`src/rtl/clk_div_pkg.sv`:
```
// Shared types and constants for the programmable clock divider.
package clk_div_pkg;

   typedef enum logic [1:0] {
      IDLE = 2'd0,
      RUN  = 2'd1,
      PEND = 2'd2
   } state_t;

   localparam int MIN_DIV = 2;

   function automatic logic div_legal(input int unsigned div);
      return div >= MIN_DIV;
   endfunction

endpackage

```
`src/rtl/clk_div_core.sv`:
```
// Period counter: produces the registered clkout/tick pair and flags the
// wrap edge of each period for the controller.
module clk_div_core
   import clk_div_pkg::*;
#(
   parameter int W = 8
) (
   input  logic         clk,
   input  logic         reset,
   input  logic [W-1:0] cur_div,
   input  logic         start,
   input  logic         stop,
   output logic         clkout,
   output logic         tick,
   output logic         wrap
);

   logic         r_run;
   logic [W-1:0] r_cnt;
   logic         r_clkout;
   logic         r_tick;

   logic [W-1:0] w_half;
   logic [W-1:0] w_last;
   logic [W:0]   w_next;
   logic         w_next_hi;

   assign w_half    = cur_div >> 1;
   assign w_last    = cur_div - {{(W-1){1'b0}}, 1'b1};
   assign w_next    = {1'b0, r_cnt} + {{W{1'b0}}, 1'b1};
   assign w_next_hi = w_next < {1'b0, w_half};
   assign wrap      = r_run && (r_cnt == w_last);

   always_ff @(posedge clk or posedge reset) begin
      if (reset) begin
         r_run    <= 1'b0;
         r_cnt    <= '0;
         r_clkout <= 1'b0;
         r_tick   <= 1'b0;
      end else if (!r_run) begin
         r_cnt <= '0;
         if (start) begin
            r_run    <= 1'b1;
            r_clkout <= 1'b1;
            r_tick   <= 1'b1;
         end else begin
            r_clkout <= 1'b0;
            r_tick   <= 1'b0;
         end
      end else if (wrap) begin
         r_cnt <= '0;
         if (stop) begin
            r_run    <= 1'b0;
            r_clkout <= 1'b0;
            r_tick   <= 1'b0;
         end else begin
            r_clkout <= 1'b1;
            r_tick   <= 1'b1;
         end
      end else begin
         r_cnt    <= w_next[W-1:0];
         r_clkout <= w_next_hi;
         r_tick   <= 1'b0;
      end
   end

   assign clkout = r_clkout;
   assign tick   = r_tick;

endmodule

```
`src/rtl/clk_div_ctrl.sv`:
```
// Divider controller: ratio handshake, pending-ratio FSM and run/stop
// sequencing around clk_div_core.
module clk_div_ctrl
   import clk_div_pkg::*;
#(
   parameter int W           = 8,
   parameter int DEFAULT_DIV = 16
) (
   input  logic         clk,
   input  logic         reset,
   input  logic         en,
   input  logic         cfg_valid,
   output logic         cfg_ready,
   input  logic [W-1:0] cfg_div,
   output logic         clkout,
   output logic         tick,
   output logic         busy,
   output logic         err
);

   localparam logic [W-1:0] DEF_DIV = W'(DEFAULT_DIV);

   state_t       r_state;
   logic [W-1:0] r_cur_div;
   logic [W-1:0] r_pend_div;
   logic         r_err;

   logic w_xfer;
   logic w_legal;
   logic w_start;
   logic w_wrap;

   assign cfg_ready = (r_state != PEND);
   assign busy      = (r_state != IDLE);
   assign err       = r_err;

   assign w_xfer  = cfg_valid && cfg_ready;
   assign w_legal = div_legal(32'(cfg_div));
   assign w_start = (r_state == IDLE) && en;

   always_ff @(posedge clk or posedge reset) begin
      if (reset) begin
         r_state    <= IDLE;
         r_cur_div  <= DEF_DIV;
         r_pend_div <= DEF_DIV;
         r_err      <= 1'b0;
      end else begin
         r_err <= w_xfer && !w_legal;
         unique case (r_state)
            IDLE: begin
               if (w_xfer && w_legal)
                  r_cur_div <= cfg_div;
               if (en)
                  r_state <= RUN;
            end
            RUN: begin
               // A ratio arriving on the wrap edge still waits a full period
               if (w_wrap && !en) begin
                  r_state <= IDLE;
                  if (w_xfer && w_legal)
                     r_cur_div <= cfg_div;
               end else if (w_xfer && w_legal) begin
                  r_pend_div <= cfg_div;
                  r_state    <= PEND;
               end
            end
            PEND: begin
               if (w_wrap) begin
                  r_cur_div <= r_pend_div;
                  r_state   <= en ? RUN : IDLE;
               end
            end
            default: r_state <= IDLE;
         endcase
      end
   end

   clk_div_core #(
      .W (W)
   ) u_core (
      .clk     (clk),
      .reset   (reset),
      .cur_div (r_cur_div),
      .start   (w_start),
      .stop    (!en),
      .clkout  (clkout),
      .tick    (tick),
      .wrap    (w_wrap)
   );

endmodule

```
`config.mk`:
```
export PLATFORM = sky130hd
export DESIGN_NAME = clk_div_ctrl
export DESIGN_NICKNAME = d
export VERILOG_FILES = /design/src/rtl/clk_div_pkg.sv /design/src/rtl/clk_div_core.sv /design/src/rtl/clk_div_ctrl.sv
export SDC_FILE = /design/constraint.sdc
export NUM_CORES = 1
export LEC_CHECK = 0
export ABC_CLOCK_PERIOD_IN_PS = 2400
export CORE_ASPECT_RATIO = 2
export CORE_MARGIN = 2
export CORE_UTILIZATION = 56
export CTS_CLUSTER_DIAMETER = 50
export DETAILED_ROUTE_END_ITERATION = 10
export PLACE_DENSITY = 0.78
export SLEW_MARGIN = 20
export SYNTH_ARGS = -nofsm -noshare
export SYNTH_HDL_FRONTEND = slang
export SYNTH_SLANG_ARGS = --single-unit
```
`constraint.sdc`:
```
create_clock -name clk -period 2.4 [get_ports clk]
set_input_delay 0.36 -clock clk [delete_from_list [all_inputs] [get_ports clk]]
set_output_delay 0.36 -clock clk [all_outputs]
set_load 0.05 [all_outputs]
```
# Word level (Yosys, flattened, before mapping)
# Index checks and enable logic that the tools add are counted.
# W data, S select, Z words.
[op_classes] n_bitwise=1 n_reduce_logical=14 n_addsub=2 order_cmp=2 eq_ne=8 mux=20
[op_table] operator="$mux W8" count=5
[op_table] operator="$pmux W8 S3" count=1
[op_table] operator="$add A8 B1 Y9 const B" count=1
[op_table] operator="$lt A9 B7 Y1" count=1
[op_table] operator="$mux W1" count=9
[op_table] operator="$reduce_and A3 Y1" count=3
[op_table] operator="$eq A8 B8 Y1" count=1
[op_table] operator="$ge A8 B2 Y1 const B" count=1
[op_table] operator="$mux W2" count=4
[op_table] operator="$ne A2 B2 Y1 const B" count=4
[op_table] operator="$sub A8 B1 Y8 const B" count=1
[op_table] operator="$logic_and A1 B1 Y1" count=6
[op_table] operator="$pmux W2 S3" count=1
[op_table] operator="$ne A3 B3 Y1 const B" count=1
[op_table] operator="$reduce_bool A3 Y1" count=1
[op_table] operator="$eq A2 B1 Y1 const B" count=1
[op_table] operator="$eq A2 B2 Y1 const B" count=1
[op_table] operator="$logic_not A1 Y1" count=2
[op_table] operator="$logic_not A2 Y1" count=1
[op_table] operator="$reduce_bool A2 Y1" count=1
[op_table] operator="$not A1 Y1" count=1
[word_totals] wordCells=55 out_inout_bits=5 ff_bits=30

# Longest topological paths before layout
# Gate-level depths: netlist of run 1.
[depth] ltp_word=6 mapped_depth=9 mapped_depth_nobuf=8

# By module
# A second synthesis of run 1 with hierarchy kept.
[unflattened] hier_cells=173 hier_area_um2=1921.8
[modules_own_cells] module="clk_div_core" n_inst=1 seq_area_each_um2=275.3 area_each_um2=977.2 cells_per_inst=105
[modules_own_cells] module="clk_div_ctrl" n_inst=1 seq_area_each_um2=478.0 area_each_um2=944.7 cells_per_inst=68

# Worst setup path after synthesis of run 1
# OpenSTA, ideal clock, no wires.
[synth_timing] path_type="register to register" from="reg r_cur_div[3]" to="reg r_cur_div[4]" t_required_ns=2.325 setup_slack_ns=0.231 stages_incl_launch_ff=7 t_arrival_ns=2.093 n_path_buf=0 cell_sequence="dfrtp_1 -> nor4_2 -> nand2_1 -> o221a_1 -> a2111o_1 -> o21ai_4 -> mux2i_1"
[synth_via] elab_chain_len=6
[synth_lines] item="from (decl)" line="clk_div_ctrl.sv:24" rtl="logic [W-1:0] r_cur_div;"
[synth_lines] item="from (signal assigned)" line="clk_div_ctrl.sv:52" rtl="r_cur_div <= cfg_div;"
[synth_lines] item="from (signal assigned)" line="clk_div_ctrl.sv:61" rtl="r_cur_div <= cfg_div;"
[synth_lines] item="from (signal assigned)" line="clk_div_ctrl.sv:69" rtl="r_cur_div <= r_pend_div;"
[synth_lines] item="$sub A8 B1 Y8 (*)" line="clk_div_core.sv:29" rtl="assign w_last = cur_div - {{(W-1){1'b0}}, 1'b1};"
[synth_lines] item="$eq A8 B8 Y1 (*)" line="clk_div_core.sv:32" rtl="assign wrap = r_run && (r_cnt == w_last);"
[synth_lines] item="$logic_and A1 B1 Y1 (*)" line="clk_div_core.sv:32"
[synth_lines] item="$logic_and A1 B1 Y1" line="clk_div_ctrl.sv:58" rtl="if (w_wrap && !en) begin"
[synth_lines] item="$ne A2 B2 Y1 (no line)"
[synth_lines] item="$reduce_and A3 Y1 (no line) (*)"
# Mark *: on every way between the ends. The rest lies on a longest branch, timed or not.
# A chain may end at the register's enable or synchronous reset.

# Worst setup path in the final report of run 1
[layout_timing] from="reg r_cur_div[4]" to="reg r_cur_div[2]"
# Same word-level chain as after synthesis.

==> out/results.txt, run 1 <==
total gr overflow: 0
status: finished, final reports clean
post-detail-place hpwl: 2.91 mm
Clock Skew: 0.00708 ns
CTS Hold Bufs: 0
PortBufs: 16
gpl congestion: 0.896
first-pass GRT wire length: 6.32 mm
routed via count: 1,327
residual DRC count: 0
flops & latches, synth: 30
slowest cell delay on critical path: 0.58 ns
pre-CTS setup slack: -0.0347 ns
average size of a mapped cell: 10.8 µm²
CP required: 2.60 ns
Final period util: 97.8%
Total Wirelength: 3.95 mm
initial antenna violation count: 0
Fmax: 426 MHz
Leak: 0.970 nW
Worst VDD drop: 0.792 mV
vias in the first global route: 1,413
most frequent cells in the layout: dfrtp_1 (28), mux2i_1 (15), clkdlybuf4s50_1 (15)
# IOs: 17
EDFF count, synth: 0
Post-synth ARST share: 100%
sequential area share after synthesis: 43.2%
setup ws final: 0.0516 ns
Num CTS Buffers: 5
critical path fanouts, max: 8
Mapped Cells: 161
share of cells above drive strength 1: 17.3%
final std cells w/o fill: 221
largest net degree at the start of global routing: 31
final hold violation count: 0
crit start category: flip-flop
initial core utilization: 58.6%
Clock Path Buffers: 2
core area: 0.00298 mm²
total of max-cap violations: 0
CP Class: reg2reg
Final setup viols: 0
Hold WC Path Type: in2async
Net Count, Synth: 181
clk root buf: clkbuf_8
final layout net count: 210
Inst Count DP: 212
CTS Sinks: 30
TritonCTS clock tree: done
Power Total: 2.97 mW
Ant. Diodes: 0
Cell variety after synth: 42
Least-Margin Pin Slew: 0.591 ns
Max-slew headroom: 60.6%
Slowest-stage cell, CP: dfstp_2
DRT antenna net count: 0
CTS clk-pin slew, worst paths: 0.07 ns
Slew Limit Fails: 0
vias per inst: 6.00
Critical Path, Cell by Cell: inv_1 > a41o_1 > o221a_1 > a2111o_1 > o21ai_4 > buf_12 > mux2i_2
Starting DRT DRC Count: 20
synth warn: 0
All-Layer GR Usage: 23.6%
drt pass-1 iters: 4
Worst-Skew Late Latency: 0.28 ns
dominant synthesized flop cell: dfrtp_1
area delta synth->final: 22.6%
# rows: 28
DIE HEIGHT: 82.9 µm
Tmin final: 2.35 ns
DIE AREA: 0.00360 mm²
H-tree levels: 2
P per Cell Area: 1390 mW/mm²
die width: 43.5 µm
drt wl/cell: 17.9 µm
worst path arrival time: 2.54 ns
CP endpoint kind: flip-flop
Syn Std Cell Area: 0.00174 mm²
most common cell after layout, fill and taps aside: dfrtp_1
-- final cells by class --
cell class	count	area, µm²
Multi-Input combinational cell	117	978
Fill cell	227	840
Sequential cell	30	753
Timing Repair Buffer	25	238
Clock buffer	8	90.1
Inverter	11	41.3
Tap cell	30	37.5
-- synthesized netlist by cell type, drive strengths merged, types with 2 or more instances --
cell	number	area (µm²)
a21o	2	15.0
a21oi	6	33.8
and3	10	62.6
clkbuf	2	7.51
dfrtp	28	701
dfstp	2	52.6
ha	8	100
inv	11	41.3
mux2	8	90.1
mux2i	16	160
nand2	6	22.5
nand3	5	25.0
nand3b	2	15.0
nand4b	3	26.3
nor2	8	30.0
nor2b	2	12.5
nor4	3	25.0
o2111ai	2	17.5
o211ai	2	15.0
o21a	2	15.0
o21ai	4	31.3
xnor2	10	87.6
xor2	4	35.0
-- registers in the layout, indices dropped and copies added, names as in the netlist --
signal,cells
r_cur_div,8
r_pend_div,8
u_core.r_cnt,8
r_state,2
err,1
u_core.clkout,1
u_core.r_run,1
u_core.tick,1
-- path summary, 6_finish.rpt --
| kind | cells after the start | from | slack [ns] | end |
|---|---|---|---|---|
| hold reg to reg | 1 | r_pend_div[0] | 0.51 | r_pend_div[0] |
| hold / removal | 3 | reset | 0.46 | u_core.r_run |
| setup reg to reg | 7 | r_cur_div[4] | 0.05 | r_cur_div[2] |
| min in group clk | 1 | r_pend_div[0] | 0.51 | r_pend_div[0] |
| max in group asynchronous | 3 | reset | 1.62 | r_pend_div[4] |
| setup / recovery | 7 | r_cur_div[4] | 0.05 | r_cur_div[2] |
-- layer usage --
layer | global-route usage (%) | part of all wire (%)
met1 | 25.6 | 37
met2 | 41.0 | 57
met3 | 2.83 | 2.7
met4 | 14.6 | 3.5
met5 | 0 | 0
-- critical path: cells and delay by family (launching register included) --
family                 cells  cell delay [ns]
flip-flops                 1             0.58
buffers and inverters      2             0.24
AO/OA/AOI/OAI              4             1.25
multiplexers               1             0.20
-- repair_timing --
item / 4_1_cts / 5_1_grt
resized for setup: 0 / 6
buffers inserted: 0 / 1
pin swaps: 1 / 2
setup endpoints to repair: 1 / 18
-- kinds of logic (layout without fill, tap and decap cells) --
logic type      count (synthesis)  after routing  share of synthesized area [%]
buf+inv                        14             44                           3.08
mux                            24             24                           14.3
compound gates                 26             26                           11.7
simple gates                   45             45                           14.9
flops                          30             30                           43.2
xor+xnor                       14             14                           7.03
fa+ha+maj                       8              8                           5.74
-- where the power goes --
part           switching, mW  total (mW)  leakage [nW]  internal, mW
clock network          0.184       0.418        0.0455         0.234
logic                  0.814        1.54         0.565         0.730
registers              0.261        1.01         0.359         0.749
total                   1.26        2.97         0.970          1.71
-- through the flow --
stage / setup TNS, ns / utilization (%) / hold WS (ns) / cell area (µm²)
after detailed placement: -0.283 / 66.7 / 0.496 / 1990
after global placement: 0 / 66.7 / 0.489 / 1990
final: 0 / 71.8 / 0.459 / 2140
after CTS: 0 / 69.7 / 0.476 / 2080
after floorplan: 0 / - / 0.449 / 1740
after global routing: -0.346 / 71.8 / 0.525 / 2140
Power figures use the tool's default switching activity.
==> inputs of run 2 (changes only) <==
Settings changed: CORE_ASPECT_RATIO 2 to 1.25.
==> run 2 against run 1 <==
Compared with the run above:
- via count increased by 2.3%
- setup slack gained 0.043 ns
- die area down 0.67%
- clock power down 22%
- routed wire length shrank 7.0%
- worst hold slack got worse by 0.036 ns
- critical path depth grew 1
- combinational power shrank 4%
- largest cell class unchanged
==> out/results.txt, run 2 (synthesized netlist as in run 1, its figures left out) <==
CP endpoint kind: flip-flop
most frequent cells in the layout: dfrtp_1 (28), mux2i_1 (16), clkdlybuf4s50_1 (15)
most common cell after layout, fill and taps aside: dfrtp_1
Worst-Skew Late Latency: 0.32 ns
die width: 53.9 µm
largest net degree at the start of global routing: 31
CTS Hold Bufs: 0
Hold WC Path Type: in2async
biggest regs: r_cur_div x8, r_pend_div x8, u_core.r_cnt x8
core area: 0.00295 mm²
critical path fanouts, max: 11
worst r2r path cells: 8
Num CTS Buffers: 5
gpl congestion: 0.853
worst path arrival time: 2.55 ns
first-pass GRT wire length: 6.13 mm
Final setup viols: 0
post-detail-place hpwl: 2.84 mm
CTS Sinks: 30
# rows: 22
R2R Path Start: r_cur_div[0]
Clock Path Buffers: 2
final layout net count: 211
PortBufs: 16
TritonCTS clock tree: done
Least-Margin Pin Slew: 0.574 ns
P per Cell Area: 1330 mW/mm²
Leak: 0.959 nW
# IOs: 17
Starting DRT DRC Count: 27
Final period util: 96.1%
status: finished, final reports clean
vias in the first global route: 1,378
Slew Limit Fails: 0
CP required: 2.65 ns
unrepaired setup endpoints after global routing: no
vias per inst: 5.96
drt pass-1 iters: 4
drt wl/cell: 16.1 µm
DIE AREA: 0.00358 mm²
clk root buf: clkbuf_4
pre-CTS setup slack: 0.00702 ns
CTS clk-pin slew, worst paths: 0.11 ns
initial core utilization: 59.2%
All-Layer GR Usage: 23.8%
setup TNS: 0 ns
residual DRC count: 0
Fmax: 434 MHz
H-tree levels: 2
Ant. Diodes: 0
CP Class: reg2reg
routed via count: 1,358
share of cells above drive strength 1: 17.2%
Max-slew headroom: 61.7%
crit start category: flip-flop
DIE HEIGHT: 66.4 µm
total of max-cap violations: 0
total gr overflow: 0
Worst VDD drop: 0.797 mV
final core occ: 71.1%
DRT antenna net count: 0
setup ws final: 0.0946 ns
Tmin final: 2.31 ns
area delta synth->final: 20.0%
Worst R2R Setup Slack: 0.09 ns
reg2reg end: u_core.clkout
Total Wirelength: 3.68 mm
initial antenna violation count: 0
final hold violation count: 0
Clock Skew: 0.00851 ns
-- run 2: cell count changes in the layout (fill, tap and decap cells not counted), moves of 2 or more --
cell,previous run,this run
clkbuf_8,6,1
clkbuf_4,0,5
clkbuf_1,2,0
buf_4,9,11
-- run 2: how the worst max path moves through the flow --
stage	cells after the start	startpoint	slack (ns)	endpoint
2_1_floorplan	6	r_cur_div[3]	0.23	r_cur_div[4]
3_3_place_gp	7	cfg_div[2]	0.04	r_pend_div[7]
3_5_place_dp	7	cfg_div[2]	0.007	r_cur_div[0]
4_1_cts	6	r_cur_div[4]	0.01	r_pend_div[6]
5_1_grt	7	r_cur_div[2]	0.02	r_state[1]
6_report	8	r_cur_div[0]	0.09	u_core.clkout
-- run 2: layout make-up --
| cell class | count | area, µm² |
|---|---|---|
| multi-input cells | 117 | 957 |
| fillers | 211 | 852 |
| flip-flops and latches | 30 | 753 |
| repair buffers | 26 | 233 |
| clock buffers | 6 | 51.3 |
| well taps | 36 | 45.0 |
| inverters | 11 | 41.3 |
| clock inverters | 2 | 12.5 |
-- run 2: per-layer routing --
| layer | routed length, µm | track usage, % | part of all wire (%) | up-vias |
|---|---|---|---|---|
| met5 | 0 | 0 | 0 | - |
| met4 | 110 | 10.3 | 3.0 | 0 |
| met3 | 111 | 5.43 | 3.0 | 14 |
| met2 | 2000 | 41.5 | 54 | 32 |
| met1 | 1460 | 26.7 | 40 | 668 |
| li1 | - | - | - | 644 |
-- run 2: worst max-delay path: stages (launching register included) --
cell and delay (ns):
dfrtp_1 0.43, inv_1 0.08, ha_1 0.31, xor2_1 0.15
o2111ai_1 0.22, a2111o_1 0.50, buf_4 0.20, a21oi_1 0.20
o21bai_1 0.14
-- run 2: through the flow --
stage                     hold slack (ns)  area [µm²]  cells  total power, mW
after floorplan                     0.449        1740    161             2.03
after global placement              0.489        1990    218             2.33
after detailed placement            0.495        1990    218             2.41
after CTS                           0.424        2060    226             2.74
after global routing                0.468        2090    228             2.98
final                               0.424        2090    228             2.79
-- run 2: timing repair --
action                                  CTS  global route
setup buffers                             0             2
endpoints found under the setup margin    0            16
endpoints found under the hold margin     0             0
resized for setup                         0             2
-- run 2: where the power goes --
part	total (mW)	internal, mW	leakage (nW)	switching (mW)
logic	1.48	0.703	0.566	0.775
registers	0.986	0.747	0.359	0.239
clock network	0.324	0.141	0.0343	0.183
total	2.79	1.59	0.959	1.20
==> inputs of run 3 (changes only) <==
Settings changed: CORE_UTILIZATION 56 to 55, PLACE_DENSITY 0.78 to 0.76, SYNTH_HIERARCHICAL from default to 1.
==> run 3 against run 2 <==
Compared with the run above:
- the run now ends with negative setup slack left
- sequential power is 1% higher
- non-clock buffer count up 3
- synthesized cell count is 7.5% higher
- die area is 11% higher
- global-route usage decreased by 2.1 points
- combinational power grew 14%
- final cell count is 6.6% higher
- synthesized area up 10%
- critical path depth is 1 higher
- setup slack lost 0.13 ns
- utilization fell by 2.6 points
- critical path type unchanged
==> out/results.txt, run 3 <==
status: finished, violations left
violated checks: negative setup slack
final layout net count: 223
xor/xnor share of the synthesized area: 6.84%
Tmin final: 2.43 ns
Least-Margin Pin Slew: 0.705 ns
crit start category: flip-flop
largest family of logic cells by synthesized area: multiplexers
CP endpoint kind: flip-flop
Final setup viols: 6
Worst-Skew Late Latency: 0.28 ns
Clock Skew: 0.00628 ns
average size of a mapped cell: 11.1 µm²
unrepaired setup endpoints after global routing: yes
total gr overflow: 0
CTS clk-pin slew, worst paths: 0.07 ns
Critical Path Source: r_cur_div[2]
post-synth top area share: 36.5%
EDFF count, synth: 0
CTS Hold Bufs: 0
P per Cell Area: 1350 mW/mm²
placed inst area: 0.00221 mm²
most frequent cells in the layout: dfrtp_1 (26), inv_1 (16), clkdlybuf4s50_1 (15)
H-tree levels: 2
Clock Path Buffers: 2
top post-synthesis cells by count: dfrtp_1 (28), inv_1 (17), mux2_2 (15)
initial antenna violation count: 0
drt wl/cell: 16.4 µm
# IOs: 17
reg2reg end: r_cur_div[7]
residual DRC count: 0
Inst Count DP: 235
DIE AREA: 0.00399 mm²
gpl congestion: 0.885
Worst VDD drop: 0.929 mV
post-synth top area cell: dfrtp_1
critical path fanouts, max: 8
DRT antenna net count: 0
vias per inst: 5.86
most common cell after layout, fill and taps aside: dfrtp_1
core area: 0.00342 mm²
CTS Sinks: 30
# rows: 24
Leak: 1.11 nW
PortBufs: 16
routed via count: 1,425
Ant. Diodes: 0
final std cells w/o fill: 243
Total Wirelength: 3.99 mm
Post-Synth Adder-Cell Area: 5.21%
Power Total: 3.17 mW
Worst R2R Setup Slack: -0.03 ns
Slew Limit Fails: 0
synth warn: 6
sequential share of power: 31.5%
clock share of power: 15.5%
flops & latches, synth: 30
Synth area leaders: dfrtp_1 (36%), mux2_2 (8.8%), mux2_4 (6.3%), ha_1 (5.2%), xnor2_1 (3.6%)
Fill cells: 250
Hold WS: 0.415 ns
largest net degree at the start of global routing: 20
sequential area share after synthesis: 39.2%
final instance area: 0.00234 mm²
Net Sw Frac: 38.0%
Mapped Cells: 173
setup TNS: -0.124 ns
post-synthesis simple-gate area fraction: 14.8%
initial core utilization: 56.1%
Post-synth ARST share: 100%
TritonCTS clock tree: done
die width: 56.9 µm
CP Class: reg2reg
Comb power frac: 53.0%
biggest regs: r_cur_div x8, r_pend_div x8, u_core/r_cnt x8
Net Count, Synth: 193
dominant synthesized flop cell: dfrtp_1
count leader, synth: dfrtp_1
All-Layer GR Usage: 21.7%
Compound-Gate Fraction of Synth Area: 11.8%
setup ws final: -0.0346 ns
Final period util: 101%
worst r2r path cells: 9
Cell variety after synth: 51
DIE HEIGHT: 70.1 µm
Max-slew headroom: 53.0%
Fmax: 411 MHz
vias in the first global route: 1,454
CP required: 2.56 ns
worst path arrival time: 2.60 ns
Num CTS Buffers: 5
Psw: 1.21 mW
Power Internal: 1.97 mW
first-pass GRT wire length: 6.74 mm
total of max-cap violations: 0
mux cell area share after synthesis: 16.1%
Starting DRT DRC Count: 39
post-detail-place hpwl: 3.00 mm
Syn Std Cell Area: 0.00192 mm²
R2R Path Start: r_cur_div[2]
area delta synth->final: 22.0%
Hold WC Path Type: in2async
share of cells above drive strength 1: 34.3%
drt pass-1 iters: 4
clk root buf: clkbuf_8
final hold violation count: 0
[run 3: how the worst max path moves through the flow]
| stage | end | slack [ns] | depth (start not counted) |
|---|---|---|---|
| final | r_cur_div[7] | -0.03 | 9 |
| after global placement | r_cur_div[5] | 0.007 | 11 |
| after CTS | r_cur_div[5] | -0.001 | 9 |
| after floorplan | r_cur_div[5] | -0.11 | 12 |
| after detailed placement | r_cur_div[5] | -0.06 | 9 |
| after global routing | r_cur_div[7] | -0.12 | 9 |
[run 3: per-layer routing]
layer | wire [µm] | track usage, % | up-vias
li1 | - | - | 673
met1 | 1750 | 29.8 | 715
met2 | 2080 | 35.1 | 30
met3 | 101 | 3.52 | 7
met4 | 57 | 6.98 | 0
met5 | 0 | 0 | -
[run 3: through the flow]
stage,setup WS (ns),utilization [%]
6_report,-0.0346,68.5
5_1_grt,-0.123,68.5
4_1_cts,-0.00142,67.9
3_5_place_dp,-0.0595,64.6
3_3_place_gp,0.00736,64.6
2_1_floorplan,-0.115,-
[run 3: cell families (layout without fill, tap and decap cells)]
family | after synthesis | in the layout
simple gates | 45 | 45
compound gates | 27 | 27
xor+xnor | 15 | 15
mux | 25 | 25
buf+inv | 23 | 54
flops | 30 | 30
fa+ha+maj | 8 | 8
[run 3: layout make-up]
class,instances,area (µm²),area share [%]
Clock buffer,7,76.3,3.26
Sequential cell,30,756,32.2
Multi-Input combinational cell,120,1100,46.9
Timing Repair Buffer,29,268,11.4
Inverter,17,66.3,2.83
Clock inverter,1,30.0,1.28
Tap cell,39,48.8,2.08
[run 3: worst max-delay path: stages (launching register included)]
cell and delay (ns):
dfrtp_2 0.44, nor4_4 0.37, and4_1 0.26, a41oi_1 0.07, a211o_4 0.37, inv_4 0.08
mux2i_2 0.07, o22ai_2 0.20, o21ai_4 0.14, mux2_4 0.32
[run 3: power groups by stage]
stage | combinational (mW) | sequential [mW] | clock (mW)
finish | 1.68 | 0.999 | 0.493
global route | 1.83 | 1.03 | 0.530
CTS | 1.66 | 0.992 | 0.503
detailed placement | 1.63 | 0.995 | 0
global placement | 1.57 | 0.983 | 0
floorplan | 1.24 | 0.957 | 0
[run 3: timing repair]
action | in CTS | in global routing
buffers inserted | 0 | 6
pin swaps | 4 | 1
endpoints found under the setup margin | 15 | 16
gates resized for setup | 2 | 5
